**config.mk**
```make
export PLATFORM = sky130hd
export DESIGN_NAME = fsquare
export DESIGN_NICKNAME = d
export VERILOG_FILES = /design/src/rtl/fsquare.sv
export SDC_FILE = /design/constraint.sdc
export NUM_CORES = 1
export LEC_CHECK = 0
export ABC_AREA = 1
export CAP_MARGIN = 10
export CELL_PAD_IN_SITES_DETAIL_PLACEMENT = 1
export CELL_PAD_IN_SITES_GLOBAL_PLACEMENT = 1
export CORE_ASPECT_RATIO = 1.5
export CORE_MARGIN = 2
export CORE_UTILIZATION = 35
export CTS_CLUSTER_SIZE = 28
export DETAILED_ROUTE_END_ITERATION = 10
export PLACE_DENSITY_LB_ADDON = 0.15
export SLEW_MARGIN = 25
export SYNTH_ARGS = -nofsm -noshare
export SYNTH_HDL_FRONTEND = slang
export SYNTH_SLANG_ARGS = --single-unit
```
**constraint.sdc**
```tcl
create_clock -name clk -period 7.3 [get_ports clk]
set_input_delay 1.825 -clock clk [delete_from_list [all_inputs] [get_ports clk]]
set_output_delay 1.825 -clock clk [all_outputs]
set_load 0.02 [all_outputs]
```
**src/rtl/fsquare.sv**
```systemverilog
// Three-stage binary32 squarer: unpack/classify, 24x24 multiply, normalise/round/pack.
// Fixed 3-cycle latency, one operand per cycle, no backpressure; sign is always cleared.
module fsquare #(
    parameter bit ROUND = 1'b1
) (
    input  logic        clk,
    input  logic        rst,
    input  logic [31:0] input_a,
    input  logic        input_valid,
    output logic [31:0] result,
    output logic        out_valid
);

    // Stage 1: classification, significand and provisional exponent
    logic               v1_q;
    logic               zero1_q;
    logic               spec1_q;
    logic [23:0]        m1_q;
    logic signed [9:0]  e1_q;
    logic signed [9:0]  e1_d;

    // Stage 2: product and piped metadata
    logic               v2_q;
    logic               zero2_q;
    logic               spec2_q;
    logic signed [9:0]  e2_q;
    logic [47:0]        p2_q;

    // Stage 3: packed result
    logic               v3_q;
    logic [31:0]        res_q;
    logic [31:0]        res_d;

    logic [22:0]        mant_raw;
    logic               rbit;
    logic [23:0]        mant_rnd;
    logic [22:0]        mant_fin;
    logic signed [9:0]  e_norm;
    logic signed [9:0]  e_fin;

    logic               sign_unused;
    logic [21:0]        p_low_unused;

    assign sign_unused  = input_a[31];
    assign p_low_unused = p2_q[21:0];

    // 2*e - 127 in 10-bit signed covers -125..381 without wrapping
    assign e1_d = $signed({1'b0, input_a[30:23], 1'b0} - 10'd127);

    always_ff @(posedge clk) begin
        if (rst) begin
            v1_q    <= 1'b0;
            zero1_q <= 1'b0;
            spec1_q <= 1'b0;
            m1_q    <= '0;
            e1_q    <= '0;
            v2_q    <= 1'b0;
            zero2_q <= 1'b0;
            spec2_q <= 1'b0;
            e2_q    <= '0;
            p2_q    <= '0;
            v3_q    <= 1'b0;
            res_q   <= '0;
        end else begin
            v1_q    <= input_valid;
            zero1_q <= (input_a[30:23] == 8'h00);
            spec1_q <= (input_a[30:23] == 8'hFF);
            m1_q    <= {1'b1, input_a[22:0]};
            e1_q    <= e1_d;
            v2_q    <= v1_q;
            zero2_q <= zero1_q;
            spec2_q <= spec1_q;
            e2_q    <= e1_q;
            p2_q    <= m1_q * m1_q;
            v3_q    <= v2_q;
            res_q   <= res_d;
        end
    end

    always_comb begin
        mant_raw = p2_q[45:23];
        rbit     = p2_q[22];
        e_norm   = e2_q;
        if (p2_q[47]) begin
            mant_raw = p2_q[46:24];
            rbit     = p2_q[23];
            e_norm   = e2_q + 10'sd1;
        end

        mant_rnd = {1'b0, mant_raw} + {23'd0, ROUND & rbit};
        mant_fin = mant_rnd[22:0];
        e_fin    = e_norm;
        if (mant_rnd[23]) begin
            mant_fin = '0;
            e_fin    = e_norm + 10'sd1;
        end

        // Range checks use the exponent after the rounding carry
        res_d = {1'b0, e_fin[7:0], mant_fin};
        if (zero2_q) begin
            res_d = 32'h0000_0000;
        end else if (spec2_q) begin
            res_d = 32'h7F80_0000;
        end else if (e_fin >= 10'sd255) begin
            res_d = 32'h7F80_0000;
        end else if (e_fin <= 10'sd0) begin
            res_d = 32'h0000_0000;
        end
    end

    assign result    = res_q;
    assign out_valid = v3_q;

endmodule

```
==> results of run 1 <==
-- routing by layer --
layer	global-route usage, %	routed length [µm]	up-vias
met5	0	0	-
met2	39.8	33500	178
met3	1.25	949	71
met4	6.06	1700	0
li1	-	-	7840
met1	21.9	23200	8353
-- report_power, final --
part	internal (µW)	switching, µW
Combinational	1350	2340
Clock	275	288
Sequential	683	54.4
-- state kept, by name, indices dropped and copies added (netlist names) --
name and count:
v2_q 1, result 31, p2_q 26, e1_q 10
spec1_q 1, m1_q 24, spec2_q 1, e2_q 10
zero2_q 1, v1_q 1, zero1_q 1, out_valid 1
-- metrics by stage --
step                      hold slack, ns  util (%)  cell area, µm²  instances
final                              0.405      38.8           23700       3560
after global routing               0.435      38.8           23700       3560
after CTS                          0.410      38.8           23600       3560
after detailed placement           0.402      38.3           23300       3544
after global placement             0.391      38.3           23300       3544
after floorplan                    0.388         -           21500       2696
-- cell usage in the layout, fill, tap and decap left out, types with 2 or more instances in the layout --
master,n
inv_1,857
nand2_1,509
fa_1,423
ha_1,180
nor2_1,160
dfxtp_1,96
a21oi_1,89
clkdlybuf4s50_1,64
o21ai_0,58
buf_4,52
nand3_1,41
nor2_4,26
xor2_1,25
nand2_2,18
nand4_1,14
a31oi_1,14
xnor2_1,13
nor2_2,13
dfxtp_2,12
nor3_1,11
clkbuf_16,9
o21ai_2,7
o21a_1,7
a21o_1,6
buf_12,6
o21ai_1,5
nand3_2,4
inv_2,4
o21bai_1,4
or2_2,3
nand2_4,3
nor4_1,3
inv_4,2
nand4_2,2
nand3_4,2
o211ai_1,2
and3_1,2
clkinv_4,2
buf_6,2
-- cell type report --
class,count,area [µm²]
flip-flops and latches,108,2180
fillers,7373,37300
clock buffers,10,229
clock inverters,6,83.8
multi-input cells,1657,15800
inverters,863,3240
repair buffers,125,1180
well taps,791,990
-- worst min-delay path, cell delays in order (launching register included) --
cell	delay, ns
dfxtp_1	0.31
inv_1	0.05
nor2_1	0.03
-- worst paths after layout --
| kind | to | cells after the start | start |
|---|---|---|---|
| worst max-delay path | p2_q[43] | 26 | m1_q[14] |
| worst min-delay path | spec2_q | 2 | spec1_q |
| worst max register to register | p2_q[43] | 26 | m1_q[14] |
| worst min register to register | spec2_q | 2 | spec1_q |
-- cells by family after synthesis --
| kind of cell | count (synthesis) | synth area share (%) |
|---|---|---|
| and+or+nand+nor | 817 | 16.7 |
| xor gates and xnor gates | 38 | 1.54 |
| adders and majority gates | 603 | 49.8 |
| AOI/OAI and AO/OA | 198 | 5.12 |
| buffers and inverters | 931 | 16.8 |
| DFF | 108 | 10.0 |
| other | 1 | 0.0174 |
==> impl_metrics.yaml, run 1 <==
route:
  via_per_inst: 4.62
  first_pass_iters: 4
  drt_iter0_markers: 509
  wl_per_cell_um: 16.7
  drcViolationCount: 0
  postRouteAntennaNets: 0
  dr_total_vias: 16442
  drt_wl_total_um: 59300
critical_path:
  start_kind: "flip-flop"
  required_ns: 7.63
  worstSetupPathType: "flip-flop to flip-flop"
  cp_slowest_cell: "fa_1"
  worst-path-buf-inv: 9
  crit_family: "adder cells"
  r2r_slack_ns: 0.46
  worst_path_largest_cell_delay_ns: 0.62
  path_max_fanout: 18
  arrival_ns: 7.17
  end_kind: "flip-flop"
die:
  core_um2: 61000
  die_height_um: 308
  fp.dieW_um: 207
  io_pins: 68
  die_area_um2: 63600
  row_count: 111
  initial_core_util_pct: 35.3
timing:
  fin_ws_ns: 0.459
  slew_headroom_pct: 45.4
  setup_viol: 0
  tns_ns: 0
  hold_viol: 0
  finalClockSkew_ns: 0.0166
  worst_slew_pin_slew_ns: 0.817
  fin_crit_ns: 6.84
  period_share_pct: 93.7
  rsz0062_at_grt: "false"
  slew_violations: 0
  max_freq_ghz: 0.146
cells_and_area:
  drive_gt1_share_pct: 6.39
  layout.nets: 3402
  diodes: 0
  syn_to_final_growth_pct: 9.87
cts:
  clock_sinks: 108
  numCtsBuffers: 9
  ctsRootBufferMaster: "clkbuf_16"
  clockBufferDepth: 2
  insertion_delay_ns: 0.40
  post_cts_buffers: 0
  cts_resized: 0
  cts_hold_buf: 0
  cts_max_level: 3
  path_clk_slew_ns: 0.10
  cts_tree: "yes"
grt:
  antenna_found_initial: 1
  grt_max_degree: 56
  first_global_vias: 19213
  overflow: 0
  grt_usage_pct: 19.9
  grt_pass1_wl_um: 97700
synthesis:
  synth.most_common_cell: "inv_1"
  synthCells: 2696
  yosysUniqueCellTypes: 49
  synth_area_um2: 21500
  ys_async_sr_fraction_pct: 0
  synthTopCellsByArea: "fa_1 (39%), inv_1 (15%), ha_1 (10%), dfxtp_1 (10%), nand2_1 (8.9%)"
  ys_warn_count: 0
  yosysTopAreaCell: "fa_1"
  avgSynthCellArea_um2: 7.99
  synth_flop_cell: "dfxtp_1"
  synth_top_area_share_pct: 39.3
  syn-num-nets: 3334
  synthTopCellsByCount: "inv_1 (857), nand2_1 (509), fa_1 (423), ha_1 (180), nor2_1 (160)"
  synth-edff-count: 0
  ys_seq_area_share_pct: 10.0
  synth-seq-cells: 108
power:
  p_leak_uw: 0.0134
  powerDensity_nw_per_um2: 211
  ir_worst_vdd_mv: 0.126
  power_uw: 4990
run:
  maxCapViolations: 0
hold_path:
  hold_class: "flip-flop to flip-flop"
outcome:
  status: "finished, final reports clean"
placement:
  portBuffers: 65
  gp_congestion: 0.819
  place_hpwl_um: 51000
  dpl_worst_slack_ns: 0.250
(Power assumes the default switching activity.)
==> run 2, diff against run 1 <==
--- a/config.mk
+++ b/config.mk
@@ -12,6 +12,7 @@
 export CORE_ASPECT_RATIO = 1.5
 export CORE_MARGIN = 2
 export CORE_UTILIZATION = 35
+export CTS_CLUSTER_DIAMETER = 30
 export CTS_CLUSTER_SIZE = 28
 export DETAILED_ROUTE_END_ITERATION = 10
 export PLACE_DENSITY_LB_ADDON = 0.15
==> constraint.sdc (replaced) <==
create_clock -name clk -period 7.3 [get_ports clk]
set_input_delay 1.46 -clock clk [delete_from_list [all_inputs] [get_ports clk]]
set_output_delay 1.46 -clock clk [all_outputs]
set_load 0.02 [all_outputs]
==> run 2 against run 1 <==
Effect of this change:
- non-clock buffer count is 2 higher
- critical path type unchanged
- setup slack better by 0.021 ns
- cell count hardly changed
- die area stayed put
- register-to-register slack better by 0.02 ns
- largest power group unchanged
- wire length hardly changed
- global-route usage hardly changed
- critical path depth is 2 lower
==> impl_metrics.yaml, run 2 (synthesized netlist as in run 1, its figures left out) <==
power:
  ir_worst_vdd_mv: 0.161
  p_seq_share_pct: 14.8
  p_clk_share_pct: 11.3
  powerDensity_nw_per_um2: 210
  p_leak_uw: 0.0134
  swShare_pct: 53.7
  power_switching_uw: 2670
  comb_power_share_pct: 73.9
  p_int_uw: 2300
grt:
  grt_usage_pct: 19.9
  grt_pass1_wl_um: 97600
  first_global_vias: 19428
  antenna_found_initial: 1
  overflow: 0
  grt_max_degree: 56
outcome:
  status: "finished, final reports clean"
cells_and_area:
  final_cell_mix: "inv_1 (857), nand2_1 (509), fa_1 (423)"
  regArea_um2: 2170
  fin_util_pct: 38.8
  diodes: 0
  drive_gt1_share_pct: 6.42
  layout.nets: 3404
  multi_input_area_um2: 15800
  largest_reg_flops: 31
  final_common_cell: "inv_1"
  syn_to_final_growth_pct: 9.80
  nFillCells: 7422
route:
  first_pass_iters: 4
  dr_total_vias: 16391
  highest_layer: "met4"
  drcViolationCount: 0
  wl_met3_um: 1160
  wl_per_cell_um: 16.7
  postRouteAntennaNets: 0
  drt_iter0_markers: 481
  drt-met1-wl_um: 23200
  wl_met2_um: 33300
  via_per_inst: 4.60
  drt_wl_total_um: 59400
cts:
  clock_sinks: 108
  ctsRootBufferMaster: "clkbuf_16"
  insertion_delay_ns: 0.40
  path_clk_slew_ns: 0.10
  cts_max_level: 3
  cts_hold_buf: 0
  clockBufferDepth: 2
  numCtsBuffers: 9
  post_cts_buffers: 0
  cts_tree: "yes"
  cts_resized: 0
timing:
  max_freq_ghz: 0.147
  slew_headroom_pct: 46.1
  slew_violations: 0
  hold_viol: 0
  tns_ns: 0
  worst_slew_pin_slew_ns: 0.807
  finalClockSkew_ns: 0.0182
  fin_crit_ns: 6.82
  rsz0062_at_grt: "false"
  setup_viol: 0
  fin_ws_ns: 0.480
  period_share_pct: 93.4
die:
  fp.dieW_um: 207
  die_height_um: 308
  die_area_um2: 63600
  row_count: 111
  core_um2: 61000
  io_pins: 68
  initial_core_util_pct: 35.3
critical_path:
  r2r_slack_ns: 0.48
  worstSetupPathType: "flip-flop to flip-flop"
  path_max_fanout: 15
  arrival_ns: 7.15
  end_kind: "flip-flop"
  start_kind: "flip-flop"
  required_ns: 7.63
run:
  maxCapViolations: 0
placement:
  place_hpwl_um: 51300
  dpl_worst_slack_ns: 0.102
  gp_congestion: 0.820
  portBuffers: 65
hold_path:
  hold_class: "flip-flop to flip-flop"
run 2: critical path, cell delays in order, from the launching register on:
cell and delay [ns]:
dfxtp_1 0.52, buf_4 0.31, nand2_1 0.11, fa_1 0.59, inv_1 0.08, fa_1 0.58
inv_1 0.07, fa_1 0.50, inv_1 0.05, fa_1 0.56, fa_1 0.43, fa_1 0.51
inv_1 0.06, fa_1 0.48, inv_1 0.05, ha_1 0.36, nand2_1 0.12, nor2_1 0.17
nand2_1 0.10, nor4_1 0.34, buf_4 0.19, nand3_1 0.07, nand3_1 0.19, o21ai_0 0.11
a21oi_1 0.18
run 2: through the flow:
| step | std cells | cell area (µm²) | hold slack [ns] | total power, µW |
|---|---|---|---|---|
| global placement | 3546 | 23300 | 0.396 | 4380 |
| detailed placement | 3546 | 23300 | 0.398 | 4450 |
| global route | 3562 | 23700 | 0.430 | 5600 |
| finish | 3562 | 23700 | 0.406 | 4980 |
| CTS | 3562 | 23600 | 0.412 | 5060 |
| floorplan | 2696 | 21500 | 0.388 | 3250 |
run 2: layout make-up:
class,count,share of cell area (%)
clock inverter,7,0.391
multi-input combinational,1657,66.7
sequential,108,9.19
timing repair buffer,127,4.91
tap,791,4.18
inverter,863,13.7
clock buffer,9,0.952
run 2: routing by layer:
layer	vias up	track usage [%]
met5	-	0
met4	0	6.20
met3	82	1.80
met2	187	39.6
met1	8282	21.7
li1	7840	-
run 2: path summary, 6_finish.rpt:
| kind | end | cells after the start | from |
|---|---|---|---|
| hold reg to reg | zero2_q | 2 | zero1_q |
| hold / removal | zero2_q | 2 | zero1_q |
| setup / recovery | p2_q[45] | 24 | m1_q[10] |
| setup reg to reg | p2_q[45] | 24 | m1_q[10] |
run 2: power by group through the flow:
stage / registers [µW] / logic (µW) / clock network [µW]
6_report: 737 / 3680 / 562
5_1_grt: 749 / 4250 / 604
4_1_cts: 738 / 3730 / 589
3_5_place_dp: 752 / 3700 / 0
3_3_place_gp: 751 / 3630 / 0
2_1_floorplan: 760 / 2490 / 0
